## config.mk

```make
export PLATFORM = sky130hd
export DESIGN_NAME = mc_sequencer
export DESIGN_NICKNAME = d
export VERILOG_FILES = /design/src/rtl/mc_pkg.sv /design/src/rtl/mc_decode.sv /design/src/rtl/mc_sequencer.sv
export SDC_FILE = /design/constraint.sdc
export NUM_CORES = 1
export LEC_CHECK = 0
export BUFFER_PORTS_ARGS = -buffer_cell sky130_fd_sc_hd__buf_2
export CORE_MARGIN = 4
export CORE_UTILIZATION = 40
export CTS_BUF_LIST = sky130_fd_sc_hd__clkbuf_16
export CTS_CLUSTER_SIZE = 20
export DETAILED_ROUTE_END_ITERATION = 8
export PLACE_DENSITY = 0.77
export SETUP_SLACK_MARGIN = 0.15
export SYNTH_ARGS = -nofsm -noshare
export SYNTH_HDL_FRONTEND = slang
export SYNTH_SLANG_ARGS = --single-unit
```

## constraint.sdc

```tcl
create_clock -name clock -period 5.3 [get_ports clock]
set_input_delay 1.59 -clock clock [delete_from_list [all_inputs] [get_ports clock]]
set_output_delay 1.59 -clock clock [all_outputs]
set_load 0.05 [all_outputs]
```

## src/rtl/mc_pkg.sv

```systemverilog
// Shared types and encodings for the multi-cycle MIPS sequencer:
// state enum, instruction classes, opcode/funct constants and mux selects.
package mc_pkg;

    typedef enum logic [2:0] {
        ST_IDLE   = 3'd0,
        ST_FETCH  = 3'd1,
        ST_DECODE = 3'd2,
        ST_EXEC   = 3'd3,
        ST_MEM    = 3'd4,
        ST_WB     = 3'd5,
        ST_HALT   = 3'd6,
        ST_TRAP   = 3'd7
    } state_t;

    typedef enum logic [2:0] {
        CLS_RTYPE = 3'd0,
        CLS_JR    = 3'd1,
        CLS_IMM   = 3'd2,
        CLS_LW    = 3'd3,
        CLS_SW    = 3'd4,
        CLS_BEQ   = 3'd5,
        CLS_J     = 3'd6,
        CLS_JAL   = 3'd7
    } iclass_t;

    localparam logic [5:0] OP_RTYPE = 6'h00;
    localparam logic [5:0] OP_J     = 6'h02;
    localparam logic [5:0] OP_JAL   = 6'h03;
    localparam logic [5:0] OP_BEQ   = 6'h04;
    localparam logic [5:0] OP_ADDI  = 6'h08;
    localparam logic [5:0] OP_ORI   = 6'h0D;
    localparam logic [5:0] OP_LUI   = 6'h0F;
    localparam logic [5:0] OP_LW    = 6'h23;
    localparam logic [5:0] OP_SW    = 6'h2B;
    localparam logic [5:0] FUNCT_JR = 6'h08;

    localparam logic [1:0] NPC_SEQ    = 2'b00;
    localparam logic [1:0] NPC_BRANCH = 2'b01;
    localparam logic [1:0] NPC_JUMP   = 2'b10;
    localparam logic [1:0] NPC_REG    = 2'b11;

    localparam logic [1:0] DST_RT = 2'b00;
    localparam logic [1:0] DST_RD = 2'b01;
    localparam logic [1:0] DST_RA = 2'b10;

    localparam logic [1:0] MTR_PC4 = 2'b00;
    localparam logic [1:0] MTR_ALU = 2'b01;
    localparam logic [1:0] MTR_MEM = 2'b10;

endpackage

```

## src/rtl/mc_decode.sv

```systemverilog
// Combinational instruction classifier: op/funct to instruction class
// plus an illegal-opcode flag.
module mc_decode
    import mc_pkg::*;
(
    input  logic [5:0] op,
    input  logic [5:0] funct,
    output iclass_t    iclass,
    output logic       illegal
);

    always_comb begin
        iclass  = CLS_RTYPE;
        illegal = 1'b0;
        case (op)
            OP_RTYPE: iclass = (funct == FUNCT_JR) ? CLS_JR : CLS_RTYPE;
            OP_ADDI,
            OP_ORI,
            OP_LUI:   iclass = CLS_IMM;
            OP_LW:    iclass = CLS_LW;
            OP_SW:    iclass = CLS_SW;
            OP_BEQ:   iclass = CLS_BEQ;
            OP_J:     iclass = CLS_J;
            OP_JAL:   iclass = CLS_JAL;
            default:  illegal = 1'b1;
        endcase
    end

endmodule

```

## src/rtl/mc_sequencer.sv

```systemverilog
// Multi-cycle FETCH/DECODE/EXEC/MEM/WB sequencer with memory handshakes,
// watchdog trap and optional performance counters (MC_PERF_CNT_EN).
module mc_sequencer
    import mc_pkg::*;
#(
    parameter int WDOG_CYCLES = 256,
    parameter int CNT_W       = 32
) (
    input  logic             clock,
    input  logic             reset,
    input  logic [5:0]       op,
    input  logic [5:0]       funct,
    input  logic             zero,
    input  logic             halt_req,
    input  logic             imem_ready,
    input  logic             dmem_ready,
    output logic [2:0]       state,
    output logic             imem_req,
    output logic             ir_write,
    output logic             pc_write,
    output logic [1:0]       npc_sel,
    output logic             dmem_req,
    output logic             dmem_we,
    output logic             reg_write,
    output logic [1:0]       reg_dst,
    output logic [1:0]       memtoreg,
    output logic             trap,
    output logic             trap_cause,
    output logic             halted,
    output logic [CNT_W-1:0] cycle_cnt,
    output logic [CNT_W-1:0] instret_cnt
);

    localparam int WD_W = $clog2(WDOG_CYCLES + 1);

    state_t          cur_state;
    state_t          nxt_state;
    iclass_t         iclass;
    logic            illegal;
    logic [WD_W-1:0] wdog;
    logic            wdog_hit;
    logic            waiting;
    logic            bus_err;
    logic            retire;
    logic            cause;

    mc_decode u_decode (
        .op      (op),
        .funct   (funct),
        .iclass  (iclass),
        .illegal (illegal)
    );

    assign wdog_hit = (wdog == WD_W'(WDOG_CYCLES - 1));

    always_comb begin
        nxt_state = cur_state;
        imem_req  = 1'b0;
        ir_write  = 1'b0;
        pc_write  = 1'b0;
        npc_sel   = NPC_SEQ;
        dmem_req  = 1'b0;
        dmem_we   = 1'b0;
        reg_write = 1'b0;
        reg_dst   = DST_RT;
        memtoreg  = MTR_PC4;
        waiting   = 1'b0;
        bus_err   = 1'b0;
        retire    = 1'b0;
        case (cur_state)
            ST_IDLE: nxt_state = ST_FETCH;
            ST_FETCH: begin
                imem_req = 1'b1;
                if (imem_ready) begin
                    ir_write  = 1'b1;
                    pc_write  = 1'b1;
                    nxt_state = ST_DECODE;
                end else begin
                    waiting = 1'b1;
                    if (wdog_hit) begin
                        bus_err   = 1'b1;
                        nxt_state = ST_TRAP;
                    end
                end
            end
            ST_DECODE: nxt_state = illegal ? ST_TRAP : ST_EXEC;
            ST_EXEC: begin
                case (iclass)
                    CLS_BEQ: begin
                        pc_write = zero;
                        npc_sel  = NPC_BRANCH;
                        retire   = 1'b1;
                    end
                    CLS_J: begin
                        pc_write = 1'b1;
                        npc_sel  = NPC_JUMP;
                        retire   = 1'b1;
                    end
                    CLS_JR: begin
                        pc_write = 1'b1;
                        npc_sel  = NPC_REG;
                        retire   = 1'b1;
                    end
                    CLS_JAL: begin
                        pc_write  = 1'b1;
                        npc_sel   = NPC_JUMP;
                        nxt_state = ST_WB;
                    end
                    CLS_LW,
                    CLS_SW:  nxt_state = ST_MEM;
                    default: nxt_state = ST_WB;
                endcase
            end
            ST_MEM: begin
                dmem_req = 1'b1;
                dmem_we  = (iclass == CLS_SW);
                if (dmem_ready) begin
                    if (iclass == CLS_SW) retire = 1'b1;
                    else nxt_state = ST_WB;
                end else begin
                    waiting = 1'b1;
                    if (wdog_hit) begin
                        bus_err   = 1'b1;
                        nxt_state = ST_TRAP;
                    end
                end
            end
            ST_WB: begin
                reg_write = 1'b1;
                retire    = 1'b1;
                case (iclass)
                    CLS_RTYPE: begin reg_dst = DST_RD; memtoreg = MTR_ALU; end
                    CLS_LW:    begin reg_dst = DST_RT; memtoreg = MTR_MEM; end
                    CLS_JAL:   begin reg_dst = DST_RA; memtoreg = MTR_PC4; end
                    default:   begin reg_dst = DST_RT; memtoreg = MTR_ALU; end
                endcase
            end
            ST_HALT: if (!halt_req) nxt_state = ST_FETCH;
            default: nxt_state = ST_TRAP;
        endcase
        // Retire is the only instruction boundary where a halt request is honoured
        if (retire) nxt_state = halt_req ? ST_HALT : ST_FETCH;
    end

    always_ff @(posedge clock or negedge reset) begin
        if (!reset) begin
            cur_state <= ST_IDLE;
            wdog      <= '0;
            cause     <= 1'b0;
        end else begin
            cur_state <= nxt_state;
            wdog      <= (waiting && !wdog_hit) ? wdog + WD_W'(1) : '0;
            if (cur_state != ST_TRAP && nxt_state == ST_TRAP) cause <= bus_err;
        end
    end

    assign state      = cur_state;
    assign trap       = (cur_state == ST_TRAP);
    assign halted     = (cur_state == ST_HALT);
    assign trap_cause = cause;

`ifdef MC_PERF_CNT_EN
    logic [CNT_W-1:0] cycles;
    logic [CNT_W-1:0] instret;

    always_ff @(posedge clock or negedge reset) begin
        if (!reset) begin
            cycles  <= '0;
            instret <= '0;
        end else begin
            cycles <= cycles + CNT_W'(1);
            if (retire) instret <= instret + CNT_W'(1);
        end
    end

    assign cycle_cnt   = cycles;
    assign instret_cnt = instret;
`else
    assign cycle_cnt   = '0;
    assign instret_cnt = '0;
`endif

endmodule

```

# Word level (Yosys, flattened, before mapping)
# Cells that the tools add are included.
[word_totals]
input_bits = 18
regBits = 13
[op_classes]
add_sub_neg = 1
n_eq_ne = 25
n_reduce_logical = 12
muxes = 38
[op_table]
columns = ["operator", "n"]
rows = [
  ["one-hot mux 3 bit (7 select lines)", 2],
  ["== test 3 bit, second input constant", 9],
  ["== test 6 x 4 -> 1 bit, second input constant", 4],
  ["two-way mux 3 bit", 8],
  ["two-way mux 1 bit", 15],
  ["== test 6 x 2 -> 1 bit, second input constant", 2],
  ["== test 6 bit, second input constant", 2],
  ["adder 9 x 1 -> 9 bit, second input constant", 1],
  ["== test 3 x 2 -> 1 bit, second input constant", 3],
  ["== test 9 x 8 -> 1 bit, second input constant", 1],
  ["two-way mux 9 bit", 1],
  ["OR reduction 3 bit", 3],
  ["OR reduction 9 bit", 1],
  ["one-hot mux 1 bit (2 select lines)", 4],
  ["one-hot mux 2 bit (2 select lines)", 2],
  ["== test 3 x 1 -> 1 bit, second input constant", 2],
  ["== test 6 x 3 -> 1 bit, second input constant", 1],
  ["logical NOT 3 bit", 2],
  ["logical NOT 6 bit", 1],
  ["two-way mux 2 bit", 3],
  ["one-hot mux 2 bit (3 select lines)", 1],
  ["one-hot mux 3 bit (2 select lines)", 1],
  ["OR reduction 2 bit", 2],
  ["!= test 3 bit, second input constant", 1],
  ["3 further kinds", 4],
]

# Depth between registers and ports, before layout
[logic_depth]
depth_word = 10
ltp_mapped = 10

# Modules after synthesis
# A second synthesis with hierarchy kept.
[unflattened]
cells_unflattened = 208
hier_area_um2 = 1637.8
[by_module_without_submodules]
columns = ["mod", "area_per_inst_um2", "n_inst", "seq_area_each_um2", "cells_each"]
rows = [
  ["mc_sequencer", 1386.3, 1, 325.3, 175],
  ["mc_decode", 251.5, 1, 0.0, 33],
]

# Worst setup path after synthesis
# No wires, ideal clock.
[synth_timing]
kind = "input-to-output"
startpoint = "input op[2]"
endpoint = "output reg_dst[0]"
arrival_time_ps = 3884
stages = 4
required_ps = 3710
path_buffers = 1
slack_ps = -174
path_cell_list = "clkbuf_2 mux2_2 a311o_1 nor4_1"
[synth_between]
elab_chain_cells = 6
elab_cells_between_ends = 15
cone_classes = "eq/ne: 9; mux: 3; reduce/logical: 3"
[synth_lines]
columns = ["element", "line", "source"]
rows = [
  ["start, declared", "mc_sequencer.sv:11", "input logic [5:0] op,"],
  ["== test 6 x 4 -> 1 bit", "mc_decode.sv:15", "case (op)"],
  ["OR reduction 3 bit", "--", ""],
  ["one-hot mux 3 bit (7 select lines) *", "mc_decode.sv:15", ""],
  ["== test 3 bit / logical NOT 3 bit (equally long branches)", "mc_sequencer.sv:131", "case (iclass)"],
  ["one-hot mux 2 bit (2 select lines) *", "mc_sequencer.sv:131", ""],
  ["two-way mux 2 bit *", "mc_sequencer.sv:70", "case (cur_state)"],
  ["end, declared", "mc_sequencer.sv:25", "output logic [1:0] reg_dst,"],
]
# Mark *: on every way between the ends. The rest lies on a longest branch, timed or not.

# Worst setup path in the final report
[layout_timing]
startpoint = "input op[3]"
endpoint = "output pc_write"
[layout_between]
elab_chain_cells = 7
elab_cells_between_ends = 18
cone_classes = "eq/ne: 12; mux: 3; reduce/logical: 3"
[layout_lines]
columns = ["element", "line", "source"]
rows = [
  ["== test 6 x 4 -> 1 bit", "mc_decode.sv:15", ""],
  ["OR reduction 3 bit", "--", ""],
  ["one-hot mux 3 bit (7 select lines) *", "mc_decode.sv:15", ""],
  ["== test 3 bit / == test 3 x 1 -> 1 bit (equally long branches)", "mc_sequencer.sv:88", "case (iclass)"],
  ["OR reduction 3 bit (no source line)", "--", ""],
  ["one-hot mux 1 bit (2 select lines) *", "mc_sequencer.sv:88", ""],
  ["one-hot mux 1 bit (2 select lines) *", "mc_sequencer.sv:70", ""],
  ["end, declared", "mc_sequencer.sv:20", "output logic pc_write,"],
]
# Marks and branches as above.

==> impl_metrics.toml <==
[floorplanning]
rows = 22
io_pins = 100
initial_core_util_pct = 41.56
coreArea_sq_um = 3661
die_h_microns = 69.68
die-area_sq_um = 4855
die_w_microns = 69.68

[placed_design]
place.port_buffers = 35
hpwl_microns = 2516
gp_congestion = 0.8015
dpl-instance-area_sq_um = 1505

[critical_path]
slowest_stage = "nor4_1"
crit_buf_inv = 2
worst_r2r_path_depth = 9
crit_fanout = 7
cpMostUsedCell = "buf_2"
rrSetupSlack_ns = 3.01
r2r-end = "trap_cause"
critPathTopFamily = "simple AND/OR/NAND/NOR gates"
worstPathRequired_ns = 3.71
slowest_delay_ns = 0.48
end_kind = "primary output"
critical_path_depth = 6
start_kind = "input port"
critPathArrivalTime_ns = 3.21
crit_chain = "buf_2 -> nor4_1 -> nor3b_1 -> o31ai_1 -> a21oi_1 -> buf_2"
rr_startpoint = "wdog[0]"
path_class = "in -> out"

[grt]
grt_usage_pct = 11.49
grt_max_degree = 14
grt_pass1_wl_microns = 4616
grt_overflow = 0
grt_pass1_vias = 1063
antenna_found_initial = 0

[detailed_routing]
drc = 0
dr.pass1.iters = 4
wl_per_cell_microns = 11.28
ant_nets = 0
via_count = 1209
viasPerCell = 4.461
drt_iter0_markers = 25
routed_wl_microns = 3058

[power_and_ir_drop]
pwr-share-comb_pct = 61.3
power.share.sequential_pct = 20.8
p_int_w = 0.0003381
power.switching_w = 0.0004481
switching_share_pct = 57.00
p_leak_nw = 0.8668
max-vdd-ir-drop_mv = 0.2306
clock_power_share_pct = 17.9
p_per_area_nw_per_um2 = 495.9
power_w = 0.0007861

[finish]
antenna_cells = 0
area_growth_pct = 4.194
final_nets = 244
final_common_cell = "conb_1"
drive_above_1_share_pct = 22.87
fill_cells = 395
layout_common_cells = "conb_1 (64), buf_2 (35), nor2_1 (24)"
final_cell_area_sq_um = 1585
fin_util_pct = 43.30

[synthesis]
synth.yosys.seq_area_share_pct = 21.38
muxShareOfSynthArea_pct = 1.480
synthTopCellsByArea = "buf_4 (32%), dfrtp_1 (21%), nor2_1 (5.9%), and3_1 (2.1%), inv_1 (2.0%)"
synth_ff_type = "dfrtp_1"
synth-adder-area-share_pct = 1.645
yosysTopAreaCell = "buf_4"
yosys_warnings = 0
synthArstFlopShare_pct = 100.0
syn_area_per_cell_sq_um = 8.050
synthXorXnorAreaFrac_pct = 3.454
synth_top_family_by_area = "buffers and inverters"
synth_compound_area_share_pct = 10.86
synth_cells = 189
synth_edf_count = 0
synthesis.area_sq_um = 1521
synth_seq_cells = 13
synthDistinctLibCells = 49
synth-simple-area-share_pct = 25.90
synthDominantCellAreaShare_pct = 31.58

[hold_path]
holdCritStartpoint = "wdog[0]"
hold_depth = 1
hold_end = "wdog[0]"
hp-class = "reg -> reg"

[run_status]
outcome = "completed"

[clock_network]
clkTransAtPathRegs_ns = 0.05
clockBufferDepth = 2
cts_tree = "built"
cts_setup_buffers = 0
clkLatencyLatePin_ns = 0.24
root_buffer = "clkbuf_16"
hold_buffers = 0
ctsResizeCount = 0
cts_max_level = 1
cts_buffers = 3
cts_sinks = 13

[timing]
setup-violations-final = 0
timing_hold_violations_final = 0
rsz0062_at_grt = "false"
fin_tns_setup_ns = 0
finalClockSkew_ns = 0.002889
worst_pin_slew_ns = 0.7355
fmax_mhz = 208.4
slew_headroom_pct = 50.52
timing.final.crit_share_pct = 90.52
min_period_ns = 4.797
maxSlewViolCount = 0

[run]
maxCapViolations = 0
## worst reg2reg max path, cell delays in order, from the launching register on
cell and delay, ns:
dfrtp_1 0.40, ha_1 0.23, nand3_1 0.12, nor2_1 0.08
and3_1 0.18, ha_1 0.23, and3_4 0.18, or4_4 0.52
a31oi_1 0.17, nor2_1 0.06
## power groups by stage
stage          Sequential [W]  Combinational (W)  Clock, W
3_5_place_dp         0.000164           0.000479         0
3_3_place_gp         0.000162           0.000475         0
2_1_floorplan        0.000193           0.000401         0
4_1_cts              0.000162           0.000480  0.000143
6_report             0.000164           0.000482  0.000141
5_1_grt              0.000170           0.000509  0.000148
## synth_stat cells (2+ instances only)
master,number
buf_4,64
nor2_1,24
dfrtp_1,13
inv_1,8
nand2_1,8
and3_1,5
a21oi_1,4
nor2b_1,4
nor3_1,4
nand3_1,3
nor4_1,3
xnor2_1,3
xor2_1,3
a311o_1,2
and4b_1,2
buf_2,2
ha_1,2
mux2_2,2
nand2b_1,2
o21bai_1,2
## flip-flops by register name, indices dropped and copies added (netlist names)
signal,flops
wdog,9
state,3
trap_cause,1
## how the worst max path moves through the flow
stage	startpoint	end	slack (ns)
floorplan	funct[1]	npc_sel[1]	0.23
global placement	op[3]	pc_write	0.62
detailed placement	op[3]	pc_write	0.52
CTS	op[3]	pc_write	0.50
global route	op[3]	pc_write	0.30
finish	op[3]	pc_write	0.50
## metal layers
| metal | track usage (%) | wire (microns) | part of all wire [%] |
|---|---|---|---|
| met5 | 0 | 0 | 0 |
| met4 | 3.830 | 34 | 1.1 |
| met3 | 2.609 | 321 | 10 |
| met2 | 19.60 | 1506 | 49 |
| met1 | 14.24 | 1195 | 39 |
## area by class of cell
| cell class | instances | area (sq um) | area share (%) |
|---|---|---|---|
| clock inverter | 1 | 5.005 | 0.3157 |
| clock buffer | 3 | 75.07 | 4.736 |
| inverter | 9 | 33.78 | 2.131 |
| tap | 48 | 60.06 | 3.788 |
| timing repair buffer | 35 | 175.2 | 11.05 |
| sequential | 13 | 325.3 | 20.52 |
| multi-input combinational | 162 | 910.9 | 57.46 |
## logic make-up (layout without fill, tap and decap cells)
logic type,Yosys count,count (layout)
AOI/OAI and AO/OA,20,20
and+or+nand+nor,68,68
xor gates and xnor gates,6,6
other,1,64
adders and majority gates,2,2
muxes,2,2
DFF,13,13
buffers and inverters,77,48
## per-stage QoR
stage	setup slack (ns)	instances	hold WS [ns]
floorplan	0.2290	252	0.4479
global placement	0.6176	267	0.4702
detailed placement	0.5244	267	0.4944
CTS	0.5019	271	0.5004
global route	0.2955	271	0.5303
finish	0.5026	271	0.4912
Note: power is estimated with default switching activity, not from simulation.
